### config.mk
export PLATFORM = sky130hd
export DESIGN_NAME = imem_loader
export DESIGN_NICKNAME = d
export VERILOG_FILES = /design/src/rtl/loader_pkg.sv /design/src/rtl/loader_word_assembler.sv /design/src/rtl/imem_loader.sv
export SDC_FILE = /design/constraint.sdc
export NUM_CORES = 1
export LEC_CHECK = 0
export CAP_MARGIN = 20
export CORE_MARGIN = 2
export CORE_UTILIZATION = 57
export CTS_BUF_LIST = sky130_fd_sc_hd__clkbuf_4 sky130_fd_sc_hd__clkbuf_8 sky130_fd_sc_hd__clkbuf_16
export DETAILED_ROUTE_END_ITERATION = 8
export DONT_BUFFER_PORTS = 1
export PLACE_DENSITY = 0.75
export SLEW_MARGIN = 20
export SYNTH_ARGS = -nofsm -noshare
export SYNTH_HDL_FRONTEND = slang
export SYNTH_SLANG_ARGS = --single-unit
### constraint.sdc
create_clock -name clock -period 2.3 [get_ports clock]
set_input_delay 0.46 -clock clock [delete_from_list [all_inputs] [get_ports clock]]
set_output_delay 0.46 -clock clock [all_outputs]
set_load 0.05 [all_outputs]
### src/rtl/loader_pkg.sv
// Shared definitions for the instruction-memory boot loader.
package loader_pkg;

  typedef enum logic [2:0] {
    ST_LEN_HI,
    ST_LEN_LO,
    ST_DATA,
    ST_WRITE,
    ST_CHECK,
    ST_DONE,
    ST_ERROR
  } state_t;

  localparam int unsigned LEN_BYTES      = 2;
  localparam int unsigned BYTES_PER_WORD = 4;

  // States in which the loader takes a byte from the stream.
  function automatic logic accepts_bytes(input state_t s);
    return (s == ST_LEN_HI) || (s == ST_LEN_LO) || (s == ST_DATA) || (s == ST_CHECK);
  endfunction

endpackage

### src/rtl/loader_word_assembler.sv
// Big-endian byte-to-word assembler: shifts bytes in MSB first and flags
// the byte that completes a word.
module loader_word_assembler
  import loader_pkg::*;
(
  input  logic        clock,
  input  logic        clear,
  input  logic        flush,
  input  logic        shift,
  input  logic [7:0]  byte_data,
  output logic [31:0] word,
  output logic        word_complete
);

  localparam int unsigned CNT_W = $clog2(BYTES_PER_WORD);

  logic [CNT_W-1:0] count;

  assign word_complete = shift && (count == CNT_W'(BYTES_PER_WORD - 1));

  // Shift register and modulo-4 byte counter.
  always_ff @(posedge clock or posedge clear) begin
    if (clear) begin
      word  <= '0;
      count <= '0;
    end else if (flush) begin
      count <= '0;
    end else if (shift) begin
      word  <= {word[23:0], byte_data};
      count <= count + 1'b1;
    end
  end

endmodule

### src/rtl/imem_loader.sv
// Boot loader: receives a length-prefixed byte stream, writes big-endian
// words to instruction memory from word 0 and holds the CPU in clear until
// the image is complete. Define LOADER_CHECKSUM_EN to require a trailing
// checksum byte (8-bit sum of the whole stream must be zero).
module imem_loader
  import loader_pkg::*;
#(
  parameter int unsigned ADDR_WIDTH = 10
) (
  input  logic        clock,
  input  logic        clear,
  input  logic        start,
  input  logic        byte_valid,
  input  logic [7:0]  byte_data,
  output logic        byte_ready,
  output logic        mem_write,
  output logic [31:0] mem_address,
  output logic [31:0] mem_write_data,
  output logic        cpu_clear,
  output logic        done,
  output logic        error
);

  localparam int unsigned IDX_W = ADDR_WIDTH + 1;
  localparam int unsigned LEN_W = 8 * LEN_BYTES;
  localparam logic [LEN_W:0] MAX_WORDS = (LEN_W + 1)'(2 ** ADDR_WIDTH);

  state_t             state;
  state_t             state_next;
  logic [LEN_W-1:0]   len;
  logic [LEN_W-1:0]   len_full;
  logic [IDX_W-1:0]   word_index;
  logic [IDX_W-1:0]   index_next;
  logic               last_word;
  logic               accept;
  logic               restart;
  logic               word_complete;
  logic [31:0]        word;
  logic               csum_ok;

`ifdef LOADER_CHECKSUM_EN
  localparam state_t ST_AFTER_IMAGE = ST_CHECK;
  logic [7:0] csum;
  logic [7:0] csum_final;

  assign csum_final = csum + byte_data;
  assign csum_ok    = (csum_final == 8'h00);

  // Running 8-bit sum of every accepted stream byte.
  always_ff @(posedge clock or posedge clear) begin
    if (clear) begin
      csum <= '0;
    end else if (restart) begin
      csum <= '0;
    end else if (accept) begin
      csum <= csum_final;
    end
  end
`else
  localparam state_t ST_AFTER_IMAGE = ST_DONE;
  assign csum_ok = 1'b1;
`endif

  assign accept     = byte_valid && byte_ready;
  assign restart    = start && ((state == ST_DONE) || (state == ST_ERROR));
  assign len_full   = {len[LEN_W-1:8], byte_data};
  assign index_next = word_index + 1'b1;
  assign last_word  = ((LEN_W + 1)'(index_next) == {1'b0, len});

  assign mem_address    = 32'({word_index, 2'b00});
  assign mem_write_data = word;

  loader_word_assembler u_assembler (
    .clock         (clock),
    .clear         (clear),
    .flush         (restart),
    .shift         (accept && (state == ST_DATA)),
    .byte_data     (byte_data),
    .word          (word),
    .word_complete (word_complete)
  );

  // State register.
  always_ff @(posedge clock or posedge clear) begin
    if (clear) begin
      state <= ST_LEN_HI;
    end else begin
      state <= state_next;
    end
  end

  // Length register and word index.
  always_ff @(posedge clock or posedge clear) begin
    if (clear) begin
      len        <= '0;
      word_index <= '0;
    end else if (restart) begin
      len        <= '0;
      word_index <= '0;
    end else begin
      if (accept && (state == ST_LEN_HI)) len[LEN_W-1:8] <= byte_data;
      if (accept && (state == ST_LEN_LO)) len[7:0]       <= byte_data;
      if (state == ST_WRITE)              word_index     <= index_next;
    end
  end

  // Next-state and state-decoded outputs.
  always_comb begin
    state_next = state;
    byte_ready = accepts_bytes(state);
    mem_write  = (state == ST_WRITE);
    done       = (state == ST_DONE);
    error      = (state == ST_ERROR);
    cpu_clear  = (state != ST_DONE);
    case (state)
      ST_LEN_HI: if (accept) state_next = ST_LEN_LO;
      ST_LEN_LO: begin
        if (accept) begin
          if ({1'b0, len_full} > MAX_WORDS) state_next = ST_ERROR;
          else if (len_full == '0)          state_next = ST_AFTER_IMAGE;
          else                              state_next = ST_DATA;
        end
      end
      ST_DATA:  if (word_complete) state_next = ST_WRITE;
      ST_WRITE: state_next = last_word ? ST_AFTER_IMAGE : ST_DATA;
      ST_CHECK: if (accept) state_next = csum_ok ? ST_DONE : ST_ERROR;
      ST_DONE, ST_ERROR: if (start) state_next = ST_LEN_HI;
      default:  state_next = ST_LEN_HI;
    endcase
  end

endmodule

* Yosys cells after proc, flatten, opt, wreduce, memory -nomap -nowiden
Cells that the tools add are included.
** Word-level totals
- Flip-flop bits (word level) :: 64
- Input bits :: 12
- Output and inout port bits :: 69
- Logic and storage cells :: 59
** Operators by class
- $add $sub $neg :: 2
- Magnitude comparators :: 1
- Equality and inequality tests :: 14
- Multiplexer cells :: 16
- Bitwise logic cells :: 1
- Reductions and logical operators :: 19
** Operator list (number)
- two-way mux 3 bit :: 8
- two-way mux 11 bit :: 2
- one-hot mux 3 bit (6 select lines) :: 1
- == test 11 x 16 -> 1 bit :: 1
- greater-than comparator 16 x 11 -> 1 bit, second input constant :: 1
- logical NOT 16 bit :: 1
- two-way mux 16 bit :: 1
- two-way mux 8 bit :: 2
- adder 11 x 1 -> 11 bit, second input constant :: 1
- == test 3 bit, second input constant :: 3
- != test 2 bit, second input constant :: 4
- nonzero test 2 bit :: 4
- == test 3 x 2 -> 1 bit, second input constant :: 2
- logical AND 1 bit :: 6
- AND reduction 5 bit :: 1
- logical OR 1 bit :: 4
- two-way mux 2 bit :: 2
- == test 3 x 1 -> 1 bit, second input constant :: 1
- logical NOT 3 bit :: 1
- != test 3 bit, second input constant :: 1
- adder 2 x 1 -> 2 bit, second input constant :: 1
- == test 2 bit, second input constant :: 1
- != test 2 x 1 -> 1 bit, second input constant :: 1
- AND reduction 2 bit :: 1
- other kinds (2) :: 2

* Depth between registers and ports, before layout
- Depth after elaboration :: 9
- Depth in mapped cells :: 8
- Mapped depth without buffers :: 7

* Cells and area by module
Synthesis repeated with hierarchy kept, for this count alone.
** Second synthesis, totals
- Cell total of the unflattened synthesis :: 299
- Area, all modules :: 3429.5 µm²
** Modules (own cells, without submodules)
- imem_loader :: instances 1, cells an instance 221, area each 1979.4 µm², seq. area each 750.7 µm²
- loader_word_assembler :: instances 1, cells an instance 78, area each 1450.1 µm², seq. area each 850.8 µm²

* Worst setup path before layout
Ideal clock, no wire load.
- Path kind :: flip-flop to flip-flop
- Start point :: register word_index[0]
- End point :: register state[1]
- Library setup time :: 126 ps
- Arrival :: 2438 ps
- Data required time :: 2174 ps
- Path slack :: -264 ps
- Cell stages (with the launch flop) :: 9
- Path buffers :: 1
- Cell sequence :: dfrtp_1 > ha_1 > and2_1 > buf_2 > xor2_1 > o31ai_1 > nand3_1 > a2111o_1 > a221o_1
** Between the ends
- Cells in the longest elaborated chain, start to end :: 4
** RTL lines
- start: declaration :: RTL line imem_loader.sv:32 : logic [IDX_W-1:0] word_index;
- start signal: assignment :: RTL line imem_loader.sv:103 : if (state == ST_WRITE) word_index <= index_next;
- adder 11 x 1 -> 11 bit :: RTL line imem_loader.sv:67 : assign index_next = word_index + 1'b1;
- == test 11 x 16 -> 1 bit :: RTL line imem_loader.sv:68 : assign last_word = ((LEN_W + 1)'(index_next) == {1'b0, len});
- two-way mux 3 bit :: RTL line imem_loader.sv:125 : ST_WRITE: state_next = last_word ? ST_AFTER_IMAGE : ST_DATA;
- one-hot mux 3 bit (6 select lines) :: RTL line imem_loader.sv:115 : case (state)
- end signal: assignment :: RTL line imem_loader.sv:88 : state <= state_next;
- end: declaration :: RTL line imem_loader.sv:28 : state_t state;
No other way between the ends.
A chain may end at the register's enable or synchronous reset.

* Worst setup path in the final report
Ends and elaborated chain as after synthesis.

==> flow_summary_export.csv <==
group,metric,value,unit
die,die_x,79.34,um
die,fp-row-count,27,
grt,grt_first_pass_wirelength,11450,um
sta,skew,0.007875,ns
synthesis,synthesis.area,0.003236,mm^2
sta,finalSetupViolCount,0,
finish,fill_cells,452,
worst_setup_path,r2r_cells,7,
clock_network,cts.sinks,64,
synthesis,synth_compound_area_frac,0.1160,
worst_setup_path,start_kind,"flip-flop",
sta,finalCriticalPeriod,2.233,ns
drt,vias,2697,
status,status,"complete, no violations",
worst_setup_path,path_buf_inv,0,
die,start_util,0.5876,
synthesis,synthAdderAreaFrac,0.007734,
worst_setup_path,path_cells,"ha_4 > and2_4 > xor2_1 > o31ai_1 > nand3_1 > a2111o_1 > a221o_1",
grt,grt_pass1_vias,2416,
clock_network,h-tree-depth,3,
pwr,cellPowerDensity,1562,mW/mm^2
synthesis,postSynthAreaPerCell,8.275,um^2
finish,regArea,0.001610,mm^2
clock_network,clockBufferDepth,2,
clock_network,ctsHoldBuffers,0,
finish,drive_gt1_frac,0.1571,
worst_setup_path,cp_max_fo,4,
worst_setup_path,cp_data_required_time,2.53,ns
place,portBuffers,0,
worst_setup_path,worst_setup_path_end_kind,"flip-flop",
synthesis,synth_cells,391,
drt,routedWlPerCell,14.53,um
place,dp_hpwl,4786,um
sta,setup_tns,0,ns
place,place.gp.congestion,0.8039,
clock_network,cts_root_buf,"clkbuf_8",
synthesis,ys_warn_count,0,
finish,multi_input_area,0.001488,mm^2
drt,ant_nets,0,
finish,finalNetCount,429,
die,dieArea,0.006295,mm^2
drt,wirelength,7148,um
sta,fin_crit_sh,0.9709,
grt,gr-total-overflow,0,
pwr,p_leak,0.001784,uW
clock_network,clk_latency,0.35,ns
clock_network,cts_buffers,9,
worst_setup_path,critPathArrivalTime,2.46,ns
drt,drc,0,
synthesis,synth_top_family_by_area,"simple AND/OR/NAND/NOR gates",
worst_setup_path,r2r_slack,0.07,ns
grt,grt_max_degree,65,
finish,antenna_cells,0,
sta,fmax,447.8,MHz
drt,drtIter0Drc,225,
sta,slew_headroom,0.5944,
grt,grt_use_total,0.2349,
synthesis,ys_seq_area_frac,0.4950,
synthesis,synth-simple-area-share,0.2641,
worst_setup_path,crit_type,"reg2reg",
synthesis,yosysUniqueCellTypes,39,
worst_setup_path,r2r_start,"word_index[0]$_DFFE_PP0P_",
worst_setup_path,crit_slowest_cell,"a2111o_1",
job,maxCapViolCount,0,
synthesis,synth-xor-area-share,0.03790,
worst_setup_path,r2r-end,"state[1]$_DFFE_PP0P_",
worst_setup_path,slowest_delay,0.47,ns
clock_network,clk_pin_slew,0.07,ns
worst_setup_path,critPathTopFamily,"compound AO/OA/AOI/OAI gates",
finish,fin_util,0.6758,
drt,drt-pass1-iter-count,4,
finish,area_growth,15.00,%
synthesis,muxShareOfSynthArea,0,
synthesis,ys_ff_latch,64,
sta,hold_violations,0,
pwr,peakVddDrop,846.6,uV
sta,drv_slew,0,
sta,tightest_slew,0.6062,ns
die,die_h,79.34,um
die,io_pins,81,
grt,antenna_found_initial,0,
worst_hold_path,hold_class,"in2async",
die,design.core.area,0.005507,mm^2
clock_network,cts_tree,"done",
drt,post_drt_via_cell_ratio,5.482,
## cell usage in the layout, fill, tap and decap left out, types with 4 or more instances in the layout
cell type	instances
a21oi_1	10
buf_4	28
clkbuf_8	10
conb_1	21
dfrtp_1	57
dfrtp_2	7
inv_1	7
nand2_1	145
nand2b_1	5
nand3_1	8
nand4_1	4
nor2_1	17
o21ai_0	35
xnor2_1	9
xor2_1	4
## worst reg2reg max path: cells and delay by family, from the launching register on
kind,cells,cell delay [ns]
DFF,1,0.44
AOI/OAI and AO/OA,3,1.07
adders and majority gates,1,0.18
xor gates and xnor gates,1,0.15
and+or+nand+nor,2,0.27
## final cells by class
type,instances,share of cell area
inverters,8,0.008070
repair buffers,30,0.06725
multi-input cells,302,0.3998
flip-flops and latches,64,0.4327
clock inverters,6,0.03093
well taps,72,0.02421
clock buffers,10,0.03699
## stage by stage
step | cell area, um^2 | hold slack [ns] | power [uW] | std cells | setup WS, ns
2_1_floorplan | 3332 | 0.4677 | 4075 | 411 | -0.004929
3_3_place_gp | 3407 | 0.4438 | 4483 | 470 | 0.1643
3_5_place_dp | 3407 | 0.4450 | 4538 | 470 | 0.06481
4_1_cts | 3660 | 0.06440 | 5764 | 486 | 0.04797
5_1_grt | 3721 | 0.07571 | 6174 | 492 | -0.009683
6_report | 3721 | 0.04854 | 5814 | 492 | 0.06689
## layer usage
layer / GRT usage / up-vias / part of all wire
met5: 0 / - / 0
met3: 0.07159 / 6 / 0.066
met2: 0.3568 / 85 / 0.49
met4: 0.08448 / 0 / 0.010
li1: - / 1291 / -
met1: 0.3198 / 1315 / 0.43
## cells in the mapped netlist
| cell | number | area share |
|---|---|---|
| o21ai_0 | 35 | 0.054 |
| a211oi_1 | 1 | 0.0023 |
| a221o_1 | 2 | 0.0062 |
| buf_2 | 1 | 0.0015 |
| nand4_1 | 4 | 0.0077 |
| a21o_2 | 1 | 0.0027 |
| xnor2_1 | 9 | 0.024 |
| a2111o_1 | 1 | 0.0035 |
| nor3_2 | 1 | 0.0031 |
| ha_1 | 2 | 0.0077 |
| nor2b_1 | 3 | 0.0058 |
| o41ai_1 | 2 | 0.0054 |
| nor3_1 | 3 | 0.0046 |
| xor2_1 | 5 | 0.014 |
| buf_4 | 22 | 0.051 |
| or2_2 | 2 | 0.0039 |
| nand3_1 | 8 | 0.012 |
| nand2_2 | 1 | 0.0019 |
| nand2_1 | 145 | 0.17 |
| clkbuf_1 | 14 | 0.016 |
| and2_1 | 2 | 0.0039 |
| o211ai_1 | 1 | 0.0023 |
| a21oi_1 | 10 | 0.015 |
| and3_2 | 1 | 0.0023 |
| o31ai_1 | 3 | 0.0070 |
| dfrtp_1 | 64 | 0.49 |
| nand2b_1 | 5 | 0.0097 |
| a32oi_1 | 1 | 0.0027 |
| inv_1 | 8 | 0.0093 |
| nor2_1 | 18 | 0.021 |
| or4_1 | 2 | 0.0046 |
| or3_4 | 1 | 0.0035 |
| o221ai_1 | 1 | 0.0027 |
| a31oi_1 | 3 | 0.0058 |
| o22ai_1 | 3 | 0.0058 |
| and4b_1 | 1 | 0.0031 |
| conb_1 | 1 | 0.0012 |
| and4_1 | 1 | 0.0027 |
| nor4_1 | 3 | 0.0058 |
## power breakdown
group	internal (uW)	switching (uW)	total, uW
clock network	755	460	1210
logic	679	1230	1910
registers	1500	1190	2690
total	2940	2880	5810
## cells by family (layout without fill, tap and decap cells)
group	Yosys count	count (layout)
DFF	64	64
other	1	21
AOI/OAI and AO/OA	64	64
and+or+nand+nor	201	201
adders and majority gates	2	2
buffers and inverters	45	54
xor gates and xnor gates	14	14
## timing repair
| item | in CTS | in global routing |
|---|---|---|
| endpoints found under the setup margin | 0 | 1 |
| setup buffers | 0 | 6 |
| resized for setup | 0 | 4 |
## how the worst max path moves through the flow
stage,endpoint,depth (start not counted),start
3_5_place_dp,state[1]$_DFFE_PP0P_,7,word_index[1]$_DFFE_PP0P_
3_3_place_gp,state[1]$_DFFE_PP0P_,7,word_index[1]$_DFFE_PP0P_
5_1_grt,state[1]$_DFFE_PP0P_,7,word_index[1]$_DFFE_PP0P_
4_1_cts,state[1]$_DFFE_PP0P_,7,word_index[1]$_DFFE_PP0P_
6_report,state[1]$_DFFE_PP0P_,7,word_index[0]$_DFFE_PP0P_
2_1_floorplan,state[1]$_DFFE_PP0P_,8,word_index[0]$_DFFE_PP0P_
## sequential cells by signal, summed over array words and instances (netlist names)
name,count
len,16
state,3
u_assembler.count,2
word_index,11
u_assembler.word,32
No activity file was read; power rests on OpenSTA's default activity.
